===== src/rtl/zero_detect_pipe.sv =====
// Pipelined WIDTH-bit zero/ones/equality detector: registered OR tree with a
// global-stall valid/ready pipeline, plus a saturating match-run counter and sticky flag.

module zero_detect_or_stage #(
    parameter int P      = 32,
    parameter int LEVELS = 1
) (
    input  logic [P-1:0] din,
    output logic [P-1:0] dout
);
    // Each level folds adjacent pairs into the low half; upper bits become zero.
    always_comb begin : reduce
        logic [P-1:0] v;
        logic [P-1:0] n;
        v = din;
        for (int l = 0; l < LEVELS; l++) begin
            n = '0;
            for (int i = 0; i < P / 2; i++) begin
                n[i] = v[2*i] | v[2*i+1];
            end
            v = n;
        end
        dout = v;
    end
endmodule

module zero_detect_pipe #(
    parameter int WIDTH        = 32,
    parameter int STAGE_LEVELS = 2,
    parameter int CNT_W        = 8
) (
    input  logic             clock,
    input  logic             reset_n,
    input  logic             in_valid,
    output logic             in_ready,
    input  logic [WIDTH-1:0] in_data,
    input  logic [WIDTH-1:0] in_cmp,
    input  logic [1:0]       in_mode,
    output logic             out_valid,
    input  logic             out_ready,
    output logic             out_match,
    output logic             out_nonzero,
    input  logic             clear,
    output logic [CNT_W-1:0] run_count,
    output logic             sticky_match
);
    localparam int D = $clog2(WIDTH);
    localparam int S = (D + STAGE_LEVELS - 1) / STAGE_LEVELS;
    localparam int P = 1 << D;

    logic [S:0]   vld_pipe;
    logic [P-1:0] vec    [0:S];
    logic [P-1:0] red    [1:S];
    logic [1:0]   mode_q [0:S];
    logic [P-1:0] t;
    logic         stall;
    logic         nz_raw;

    assign stall    = out_valid && !out_ready;
    assign in_ready = !stall;

    always_comb begin
        t = '0;
        case (in_mode)
            2'b00:   t[WIDTH-1:0] = in_data;
            2'b01:   t[WIDTH-1:0] = ~in_data;
            default: t[WIDTH-1:0] = in_data ^ in_cmp;
        endcase
    end

    // The last stage may need fewer levels than STAGE_LEVELS to finish the tree.
    for (genvar k = 1; k <= S; k++) begin : g_stage
        localparam int REM = D - (k - 1) * STAGE_LEVELS;
        localparam int L   = (REM < STAGE_LEVELS) ? REM : STAGE_LEVELS;
        zero_detect_or_stage #(.P(P), .LEVELS(L)) u_or (
            .din  (vec[k-1]),
            .dout (red[k])
        );
    end

    always_ff @(posedge clock or negedge reset_n) begin
        if (!reset_n) begin
            vld_pipe <= '0;
            for (int k = 0; k <= S; k++) begin
                vec[k]    <= '0;
                mode_q[k] <= '0;
            end
        end else if (!stall) begin
            vld_pipe  <= {vld_pipe[S-1:0], in_valid};
            vec[0]    <= t;
            mode_q[0] <= in_mode;
            for (int k = 1; k <= S; k++) begin
                vec[k]    <= red[k];
                mode_q[k] <= mode_q[k-1];
            end
        end
    end

    // Outputs are gated by valid so bubbles and reset read as zero.
    assign nz_raw      = |vec[S];
    assign out_valid   = vld_pipe[S];
    assign out_nonzero = out_valid & nz_raw;
    assign out_match   = out_valid & ((mode_q[S] == 2'b11) ? nz_raw : !nz_raw);

    always_ff @(posedge clock or negedge reset_n) begin
        if (!reset_n) begin
            run_count    <= '0;
            sticky_match <= 1'b0;
        end else if (clear) begin
            run_count    <= '0;
            sticky_match <= 1'b0;
        end else if (out_valid && out_ready) begin
            if (out_match) begin
                if (run_count != '1) run_count <= run_count + 1'b1;
                sticky_match <= 1'b1;
            end else begin
                run_count <= '0;
            end
        end
    end
endmodule


===== config.mk =====
export PLATFORM = sky130hd
export DESIGN_NAME = zero_detect_pipe
export DESIGN_NICKNAME = d
export VERILOG_FILES = /design/src/rtl/zero_detect_pipe.sv
export SDC_FILE = /design/constraint.sdc
export NUM_CORES = 1
export LEC_CHECK = 0
export CELL_PAD_IN_SITES_DETAIL_PLACEMENT = 1
export CELL_PAD_IN_SITES_GLOBAL_PLACEMENT = 2
export CORE_UTILIZATION = 28
export DETAILED_ROUTE_END_ITERATION = 12
export GPL_TIMING_DRIVEN = 0
export PLACE_DENSITY_LB_ADDON = 0.1
export SLEW_MARGIN = 20
export SYNTH_ARGS = -nofsm -noshare
export SYNTH_HDL_FRONTEND = slang
export SYNTH_SLANG_ARGS = --single-unit

===== constraint.sdc =====
create_clock -name clock -period 1.6 [get_ports clock]
set_input_delay 0.32 -clock clock [delete_from_list [all_inputs] [get_ports clock]]
set_output_delay 0.32 -clock clock [all_outputs]
set_load 0.05 [all_outputs]

# --- Yosys cells after proc, flatten, opt, wreduce, memory -nomap -nowiden ---
# Index checks and enable logic that the tools add are counted.
op_classes:
  addsub: 1
  eq_ne: 4
  muxes: 9
  bitwise: 35
  reduce_logical: 10
op_table:
  columns: ["op", "count"]
  rows:
  - ["$pmux W32 S2", 1]
  - ["$mux W8", 4]
  - ["$not A32 Y32", 1]
  - ["$xor A32 B32 Y32", 1]
  - ["$or A1 B1 Y1", 31]
  - ["$add A8 B1 Y8 const B", 1]
  - ["$ne A8 B8 Y1 const B", 1]
  - ["$mux W1", 4]
  - ["$reduce_and A2 Y1", 2]
  - ["$reduce_bool A2 Y1", 2]
  - ["$logic_not A1 Y1", 3]
  - ["$ne A3 B1 Y1 const B", 1]
  - ["$and A1 B1 Y1", 2]
  - ["$eq A2 B1 Y1 const B", 1]
  - ["$eq A2 B2 Y1 const B", 1]
  - ["$logic_and A1 B1 Y1", 2]
  - ["$logic_not A2 Y1", 1]
word_totals:
  reg_bits: 64
  out_inout_bits: 13

# --- Logic depth before layout (Yosys ltp) ---
# Gate-level depths: netlist (run 1).
depth:
  ltp_word: 6
  ltp_mapped: 7
  ltp_nobuf: 5

# --- Modules after synthesis ---
# Synthesis (run 1) repeated with hierarchy kept, for this count alone.
hier_totals:
  hier_cells: 806
  hier_area_um2: 7014.2
modules_own_cells:
  columns: ["mod", "instances", "cells_per_inst", "area_each_um2"]
  rows:
  - ["zero_detect_pipe", 1, 707, 6302.3]
  - ["zero_detect_or_stage (g_stage[1].u_or ...)", 2, 33, 244.0]
  - ["zero_detect_or_stage (g_stage[3].u_or)", 1, 33, 224.0]

# --- Worst setup path before layout (run 1) ---
# OpenSTA, ideal clock, no wires.
synth_path:
  path_type: "register to register"
  start: "register run_count[0]"
  end: "register run_count[5]"
  setup_ns: 0.086
  t_arrival_ns: 1.648
  setup_slack_ns: -0.134
  path_stages_with_launch: 6
  n_path_buf: 0
  period_less_slack_ns: 1.734
  cell_sequence: "dfrtp_1 -> ha_1 -> and3_1 -> nand3_1 -> and4_1 -> nor3_1"
synth_via:
  elab_chain_cells: 5
  word_cells_on_any_way: 8
  classes_between: "add/sub (1); eq/ne (2); mux (4); reduce/logical (1)"
synth_lines:
  columns: ["element", "line", "text"]
  rows:
  - ["start: declaration", "44", "output logic [CNT_W-1:0] run_count,"]
  - ["start signal: assignment", "114", "if (run_count != '1) run_count <= run_count + 1'b1;"]
  - ["$add A8 B1 Y8", "114", null]
  - ["$mux W8", "114", null]
  - ["$mux W8", "113", "if (out_match) begin"]
  - ["$mux W8", "112", "end else if (out_valid && out_ready) begin"]
  - ["$mux W8", "109", "end else if (clear) begin"]
# Parallel ways exist; a longest one is shown, timed or not. The select of a mux whose other input is x is not followed.
# A chain may end at the register's enable or synchronous reset.

# --- Worst setup path in the final report (run 1) ---
layout_path:
  start: "register vec[0] (netlist bit)"
  end: "output out_match"
layout_via:
  elab_chain_cells: 3
layout_lines:
  columns: ["element", "line", "text"]
  rows:
  - ["start: declaration", "52", "logic [P-1:0] vec [0:S];"]
  - ["start signal: indexed assignment", "93", "vec[k] <= red[k];"]
  - ["$logic_not A1 Y1", "103", "assign out_match = out_valid & ((mode_q[S] == 2'b11) ? nz_raw : !nz_raw);"]
  - ["$mux W1 (*)", "103", null]
  - ["$and A1 B1 Y1 (*)", "103", null]
  - ["end: declaration", "41", "output logic out_match,"]
# Mark *: on every way between the ends. The rest lies on a longest branch, timed or not.

==> insert_results.sql, run 1 <==
INSERT INTO impl_metrics (metric_group, metric, value, unit) VALUES
('routing', 'dr.pass1.iters', '4', ''),
('power', 'ir_worst_vdd', '0.6066', 'mV'),
('yosys', 'synthesis.instances', '332', ''),
('sta', 'drv_slew', '0', ''),
('clock_tree', 'cts.sinks', '64', ''),
('routing', 'route.vias.total', '2645', ''),
('routing', 'drt_iter0_drc', '54', ''),
('yosys', 'synthesis.nets', '404', ''),
('setup_path', 'critPathCapture', 'out_match', ''),
('setup_path', 'crit_slowest_cell', 'dfrtp_1', ''),
('floorplan', 'coreArea', '10420', 'µm²'),
('routing', 'drc', '0', ''),
('clock_tree', 'clkSlewWorstSetupHoldPaths', '0.07', 'ns'),
('min_path', 'hold_path.class', 'input port to asynchronous set/reset pin', ''),
('layout', 'n_antenna_cell', '0', ''),
('clock_tree', 'clock_latency_reported_for_the_late_side_of_the_worst_skew_pair', '0.34', 'ns'),
('yosys', 'synth_cell_type_count', '29', ''),
('floorplan', 'die_y', '106.1', 'µm'),
('layout', 'area_taken_by_flip_flops_and_latches', '1605', 'µm²'),
('setup_path', 'crit-reg2reg-capture', 'run_count[1]', ''),
('clock_tree', 'cts_max_level', '3', ''),
('yosys', 'synth_adder_area_share', '0.4122', '%'),
('setup_path', 'timing.critical_path.cells', 'and3b_4 -> nor2_2 -> and2_4 -> buf_6', ''),
('layout', 'post-route-util', '41.43', '%'),
('setup_path', 'critPathLaunchType', 'register', ''),
('run_status', 'violations', 'negative setup slack', ''),
('yosys', 'multiplexer_fraction_of_the_synthesized_cell_area', '0.3298', '%'),
('floorplan', 'initial_utilization', '29.14', '%'),
('sta', 'final_period_minus_worst_setup_slack', '1.687', 'ns'),
('setup_path', 'worst_r2r_path_depth', '6', ''),
('routing', 'route.detailed.vias_per_inst', '4.632', ''),
('yosys', 'post_synthesis_compound_gate_area_fraction', '16.28', '%'),
('layout', 'final_common_cell', 'nand2_1', ''),
('yosys', 'main_combinational_cell_family_by_area_after_synthesis', 'simple AND/OR/NAND/NOR gates', ''),
('floorplan', 'die_w', '106.1', 'µm'),
('sta', 'unrepaired_setup_endpoints_after_global_routing', 'true', ''),
('flow_run', 'maxCapViolCount', '0', ''),
('power', 'cellLeakagePower', '1.798', 'nW'),
('clock_tree', 'max-clock-path-buffers', '2', ''),
('setup_path', 'crit_start', 'vec[0]', ''),
('global_routing', 'grt.total_usage', '15.01', '%'),
('global_routing', 'antenna_found_initial', '0', ''),
('routing', 'drt-wirelength-per-cell', '13.64', 'µm'),
('floorplan', 'boundaryPins', '84', ''),
('yosys', 'post_synth_and_or_nand_nor_area_fraction', '17.48', '%'),
('global_routing', 'grt_start_max_net_pins', '42', ''),
('global_routing', 'wire_length_of_the_first_global_routing_pass', '13.24', 'mm'),
('layout', 'total_area_of_multi_input_combinational_cells', '1344', 'µm²'),
('sta', 'actual_slew_at_the_worst_max_slew_pin', '0.5232', 'ns'),
('setup_path', 'worst_setup_path_end_kind', 'output pin', ''),
('layout', 'layout-area-overhead-vs-synth', '42.17', '%'),
('power', 'pwr_density_cell', '1308', 'nW/µm²'),
('yosys', 'synthXorXnorAreaFrac', '9.233', '%'),
('sta', 'maximum_clock_frequency', '592.9', 'MHz'),
('setup_path', 'r2r-start', 'mode_q[1]', ''),
('global_routing', 'grt_remaining_overflow', '0', ''),
('sta', 'worst_slack', '-0.08675', 'ns'),
('floorplan', 'placement_rows', '37', ''),
('setup_path', 'cp_slowest_stage_delay', '0.40', 'ns'),
('clock_tree', 'numCtsBuffers', '9', ''),
('floorplan', 'design.die.area', '11260', 'µm²'),
('routing', 'wirelength', '7.788', 'mm'),
('sta', 'setup_violations', '1', ''),
('placement', 'pre_cts_ws', '-0.9676', 'ns'),
('yosys', 'syn_avg_cell_area', '9.143', 'µm²'),
('layout', 'nNetsFinal', '502', ''),
('setup_path', 'worstPathRequired', '1.28', 'ns'),
('yosys', 'mappedNetlistArea', '3035', 'µm²'),
('run_status', 'run_status', 'finished with violations', ''),
('layout', 'drive_gt1_share', '13.10', '%'),
('clock_tree', 'cts_tree', 'built', '');
-- report_power, final --
group	internal [mW]	switching (mW)	total (mW)	leakage, nW
Sequential	2.16	0.314	2.47	0.763
Combinational	0.762	1.01	1.77	0.931
Clock	0.801	0.601	1.40	0.103
-- critical path, delay by kind of cell (launching register included) --
| kind | cells | cell delay, ns |
|---|---|---|
| AND/OR/NAND/NOR | 3 | 0.49 |
| flip-flops | 1 | 0.40 |
| buffers and inverters | 1 | 0.14 |
-- stage by stage --
| stage | area (µm²) | total power [mW] | cells |
|---|---|---|---|
| after global routing | 4315 | 6.061 | 571 |
| after global placement | 4033 | 4.181 | 550 |
| final | 4315 | 5.646 | 571 |
| after floorplan | 3042 | 3.546 | 332 |
| after CTS | 4299 | 5.722 | 570 |
| after detailed placement | 4050 | 4.234 | 551 |
-- what timing repair did --
item | CTS | global route
pin swaps | 6 | 1
resized for setup | 54 | 15
buffers inserted | 2 | 2
setup endpoints to repair | 13 | 26
hold buffers | 1 | 0
endpoints found under the hold margin | 23 | 0
-- worst min-delay path by stage --
stage	startpoint	endpoint	slack, ns	cells after the start
after floorplan	reset_n	mode_q[0]	0.02	0
after global placement	vld_pipe[2]	vld_pipe[2]	0.45	2
after detailed placement	reset_n	mode_q[2]	0.25	1
after CTS	reset_n	mode_q[2]	0.42	2
after global routing	reset_n	mode_q[1]	0.43	2
final	reset_n	mode_q[0]	0.42	2
-- cell families after synthesis --
group	Yosys count
and+or+nand+nor	115
AOI/OAI and AO/OA	95
DFF	64
xor gates and xnor gates	32
buffers and inverters	24
adders and majority gates	1
muxes	1
-- metal layers --
| metal | part of all wire [%] | up-vias | global-route usage [%] |
|---|---|---|---|
| li1 | - | 1325 | - |
| met5 | 0 | - | 0 |
| met4 | 1.2 | 0 | 4.762 |
| met2 | 51 | 49 | 27.46 |
| met3 | 3.0 | 7 | 3.617 |
| met1 | 45 | 1264 | 17.04 |
-- sequential cells by signal, indices dropped and copies added, names as in the netlist --
register and flops:
vec 43, mode_q 8, run_count 8, vld_pipe 4, sticky_match 1
-- cell usage after synthesis, drive strengths merged --
library cell,count,share of area (%)
inv,3,0.37
nor3,1,0.16
nand3,4,0.66
and3,2,0.41
nor4b,1,0.78
nand2b,3,0.62
nor2b,2,0.41
o22ai,1,0.21
a41oi,2,0.58
a31oi,3,0.62
dfrtp,64,53
nand2,79,9.8
ha,1,0.41
and2,2,0.45
nor4,10,2.1
nand4,2,0.41
a21oi,41,6.8
a21boi,1,0.37
clkbuf,8,0.99
xor2,32,9.2
and3b,1,0.41
and4,1,0.29
o21ai,47,7.7
buf,13,2.1
nand4b,1,0.29
mux2i,1,0.33
nor2,6,0.74
-- area by class of cell --
cell class,instances,area share [%]
repair buffers,88,20.15
clock inverters,3,0.9278
plain buffers,20,2.407
clock buffers,13,3.682
flip-flops and latches,64,37.20
multi-input cells,244,31.14
inverters,3,0.5509
well taps,136,3.943
No activity file was read; power rests on OpenSTA's default activity.
==> run 2: changes to the inputs <==
--- a/config.mk
+++ b/config.mk
@@ -10,6 +10,7 @@
 export CORE_UTILIZATION = 28
 export DETAILED_ROUTE_END_ITERATION = 12
 export GPL_TIMING_DRIVEN = 0
+export HOLD_SLACK_MARGIN = 0.03
 export PLACE_DENSITY_LB_ADDON = 0.1
 export SLEW_MARGIN = 20
 export SYNTH_ARGS = -nofsm -noshare
==> results of run 2 <==
Same layout as run 1: the final DEF is identical, and so are final timing and power.
==> run 3: changes to the inputs <==
--- a/config.mk
+++ b/config.mk
@@ -12,6 +12,7 @@
 export GPL_TIMING_DRIVEN = 0
 export HOLD_SLACK_MARGIN = 0.03
 export PLACE_DENSITY_LB_ADDON = 0.1
+export RECOVER_POWER = 25
 export SLEW_MARGIN = 20
 export SYNTH_ARGS = -nofsm -noshare
 export SYNTH_HDL_FRONTEND = slang
==> insert_results.sql, run 3 (synthesized netlist as in run 1, its figures left out) <==
INSERT INTO impl_metrics (metric_group, metric, value, unit) VALUES
('layout', 'nNetsFinal', '502', ''),
('layout', 'largest_registers_in_the_final_layout', 'vec (43), mode_q (8), run_count (8)', ''),
('sta', 'unrepaired_setup_endpoints_after_global_routing', 'true', ''),
('min_path', 'timing.hold.worst_path_depth', '2', ''),
('floorplan', 'placement_rows', '37', ''),
('layout', 'n_fill_cell', '1257', ''),
('min_path', 'hold_path.class', 'register to register', ''),
('setup_path', 'crit_path_max_fanout', '4', ''),
('clock_tree', 'clkSlewWorstSetupHoldPaths', '0.06', 'ns'),
('setup_path', 'worst_path_arrival', '1.37', 'ns'),
('layout', 'n_antenna_cell', '0', ''),
('floorplan', 'initial_utilization', '29.14', '%'),
('clock_tree', 'cts_root_buf', 'clkbuf_8', ''),
('setup_path', 'worst_setup_path_end_kind', 'output pin', ''),
('floorplan', 'coreArea', '10420', 'µm²'),
('routing', 'dr.pass1.iters', '4', ''),
('run_status', 'run_status', 'finished with violations', ''),
('clock_tree', 'clock_latency_reported_for_the_late_side_of_the_worst_skew_pair', '0.34', 'ns'),
('layout', 'drive_gt1_share', '13.10', '%'),
('run_status', 'violations', 'negative setup slack', ''),
('sta', 'drv_slew', '0', ''),
('layout', 'post-route-util', '41.32', '%'),
('placement', 'place_inst', '551', ''),
('layout', 'top_register', 'vec', ''),
('power', 'power_frac_comb', '31.4', '%'),
('layout', 'largest_register_ffs', '43', ''),
('power', 'ir_worst_vdd', '0.6066', 'mV'),
('placement', 'gp_congestion', '0.7583', ''),
('setup_path', 'worst_r2r_path_depth', '6', ''),
('global_routing', 'grt_remaining_overflow', '0', ''),
('global_routing', 'grt_start_max_net_pins', '42', ''),
('setup_path', 'timing_worst_setup_path_type', 'register to output pin', ''),
('sta', 'setup_violations', '1', ''),
('power', 'pwr-share-seq', '43.8', '%'),
('routing', 'drc', '0', ''),
('routing', 'route.detailed.vias_per_inst', '4.630', ''),
('clock_tree', 'cts_max_level', '3', ''),
('global_routing', 'wire_length_of_the_first_global_routing_pass', '13.24', 'mm'),
('power', 'cellLeakagePower', '1.794', 'nW'),
('power', 'post-layout-total-power', '5.642', 'mW'),
('sta', 'final_period_minus_worst_setup_slack', '1.687', 'ns'),
('sta', 'maximum_clock_frequency', '592.9', 'MHz'),
('power', 'switching_power', '1.927', 'mW'),
('layout', 'final_cell_mix', '79 x nand2_1, 67 x clkdlybuf4s50_1, 61 x dfrtp_1, 41 x a21oi_1, 34 x o21ai_1', ''),
('setup_path', 'worstPathRequired', '1.28', 'ns'),
('setup_path', 'critPathLaunchType', 'register', ''),
('floorplan', 'die_w', '106.1', 'µm'),
('sta', 'timing.final.hold_violations', '0', ''),
('layout', 'area_taken_by_flip_flops_and_latches', '1605', 'µm²'),
('sta', 'clock-skew-final', '0.007559', 'ns'),
('clock_tree', 'max-clock-path-buffers', '2', ''),
('global_routing', 'grt.total_usage', '15.01', '%'),
('sta', 'worst_slack', '-0.08675', 'ns'),
('placement', 'dp_hpwl', '5.846', 'mm'),
('floorplan', 'boundaryPins', '84', ''),
('power', 'share_clk_of_total_power', '24.9', '%'),
('global_routing', 'antenna_found_initial', '0', ''),
('sta', 'final_min_period_over_clock_period', '105.4', '%'),
('routing', 'route.vias.total', '2644', ''),
('clock_tree', 'numCtsBuffers', '9', ''),
('global_routing', 'global_route.usage.met2', '27.46', '%'),
('clock_tree', 'cts_tree', 'built', ''),
('placement', 'placement.io_buffers', '82', ''),
('global_routing', 'use_met1', '17.04', '%'),
('power', 'pwr_density_cell', '1311', 'nW/µm²'),
('power', 'power.share.switching', '34.16', '%'),
('sta', 'fin_hold_ws', '0.4666', 'ns'),
('global_routing', 'vias_in_the_first_global_route', '2938', ''),
('layout', 'finish.cell_count_without_fillers', '571', ''),
('layout', 'total_area_of_multi_input_combinational_cells', '1344', 'µm²'),
('routing', 'drt-wirelength-per-cell', '13.63', 'µm'),
('routing', 'ant_nets', '0', ''),
('layout', 'final_common_cell', 'nand2_1', ''),
('sta', 'actual_slew_at_the_worst_max_slew_pin', '0.6330', 'ns'),
('clock_tree', 'cts.sinks', '64', ''),
('sta', 'worst_slew_margin_rel', '57.80', '%'),
('layout', 'layout-area-overhead-vs-synth', '41.80', '%'),
('floorplan', 'design.die.area', '11260', 'µm²'),
('flow_run', 'maxCapViolCount', '0', ''),
('global_routing', 'grt.busiest_layer', 'met2', ''),
('floorplan', 'die_y', '106.1', 'µm'),
('power', 'power_report.internal_total', '3.715', 'mW'),
('global_routing', 'grtUsageMet3', '3.617', '%'),
('routing', 'drt_iter0_drc', '53', ''),
('routing', 'wirelength', '7.785', 'mm');
==> run 3: cell count changes in the layout (fill, tap and decap cells not counted) <==
cell	before	now
buf_6	2	3
buf_12	1	0
buf_4	6	5
clkbuf_2	2	3
==> run 3: final cells by class <==
type                    count  share of cell area [%]
clock inverters             3                  0.9302
multi-input cells         244                   31.22
inverters                   3                  0.5523
plain buffers              20                   2.413
clock buffers              13                   3.692
flip-flops and latches     64                   37.30
well taps                 136                   3.953
repair buffers             88                   19.94
==> run 3: repair_timing <==
item	in CTS	in global routing
pin swaps	6	1
buffers inserted	2	2
hold buffers	1	0
endpoints found under the setup margin	13	26
hold endpoints to repair	23	0
gates resized for setup	54	15
==> run 3: power groups by stage <==
| stage | Clock, mW | Sequential [mW] | Combinational [mW] |
|---|---|---|---|
| 2_1_floorplan | 0 | 2.51 | 1.03 |
| 3_3_place_gp | 0 | 2.50 | 1.68 |
| 3_5_place_dp | 0 | 2.52 | 1.71 |
| 4_1_cts | 1.46 | 2.48 | 1.79 |
| 5_1_grt | 1.52 | 2.55 | 1.99 |
| 6_report | 1.40 | 2.47 | 1.77 |
==> run 3: stage by stage <==
step | instance area, µm² | TNS [ns] | setup WS [ns]
CTS | 4299 | -0.3186 | -0.1603
floorplan | 3042 | 0 | 0.04055
global route | 4304 | -0.1659 | -0.1434
finish | 4304 | -0.08675 | -0.08675
global placement | 4033 | -146.58 | -2.295
detailed placement | 4050 | -15.53 | -0.9676
==> run 3: final timing paths <==
kind                             start      endpoint  slack, ns
max                             vec[0]     out_match      -0.09
min                        vld_pipe[1]   vld_pipe[1]       0.47
max reg2reg                  mode_q[1]  run_count[1]       0.11
min reg2reg                vld_pipe[1]   vld_pipe[1]       0.47
max in group asynchronous      reset_n       vec[99]       0.27
min in group asynchronous      reset_n     mode_q[0]       0.53
==> run 3: critical path, stage by stage, from the launching register on <==
cell and delay [ns]:
dfrtp_1 0.40, and3b_4 0.31, nor2_2 0.04, and2_4 0.14, buf_6 0.14
==> run 3: routing by layer <==
layer | vias to the layer above | part of all wire [%]
met2 | 49 | 51
met4 | 0 | 1.2
met3 | 7 | 3.0
li1 | 1325 | -
met5 | - | 0
met1 | 1263 | 45
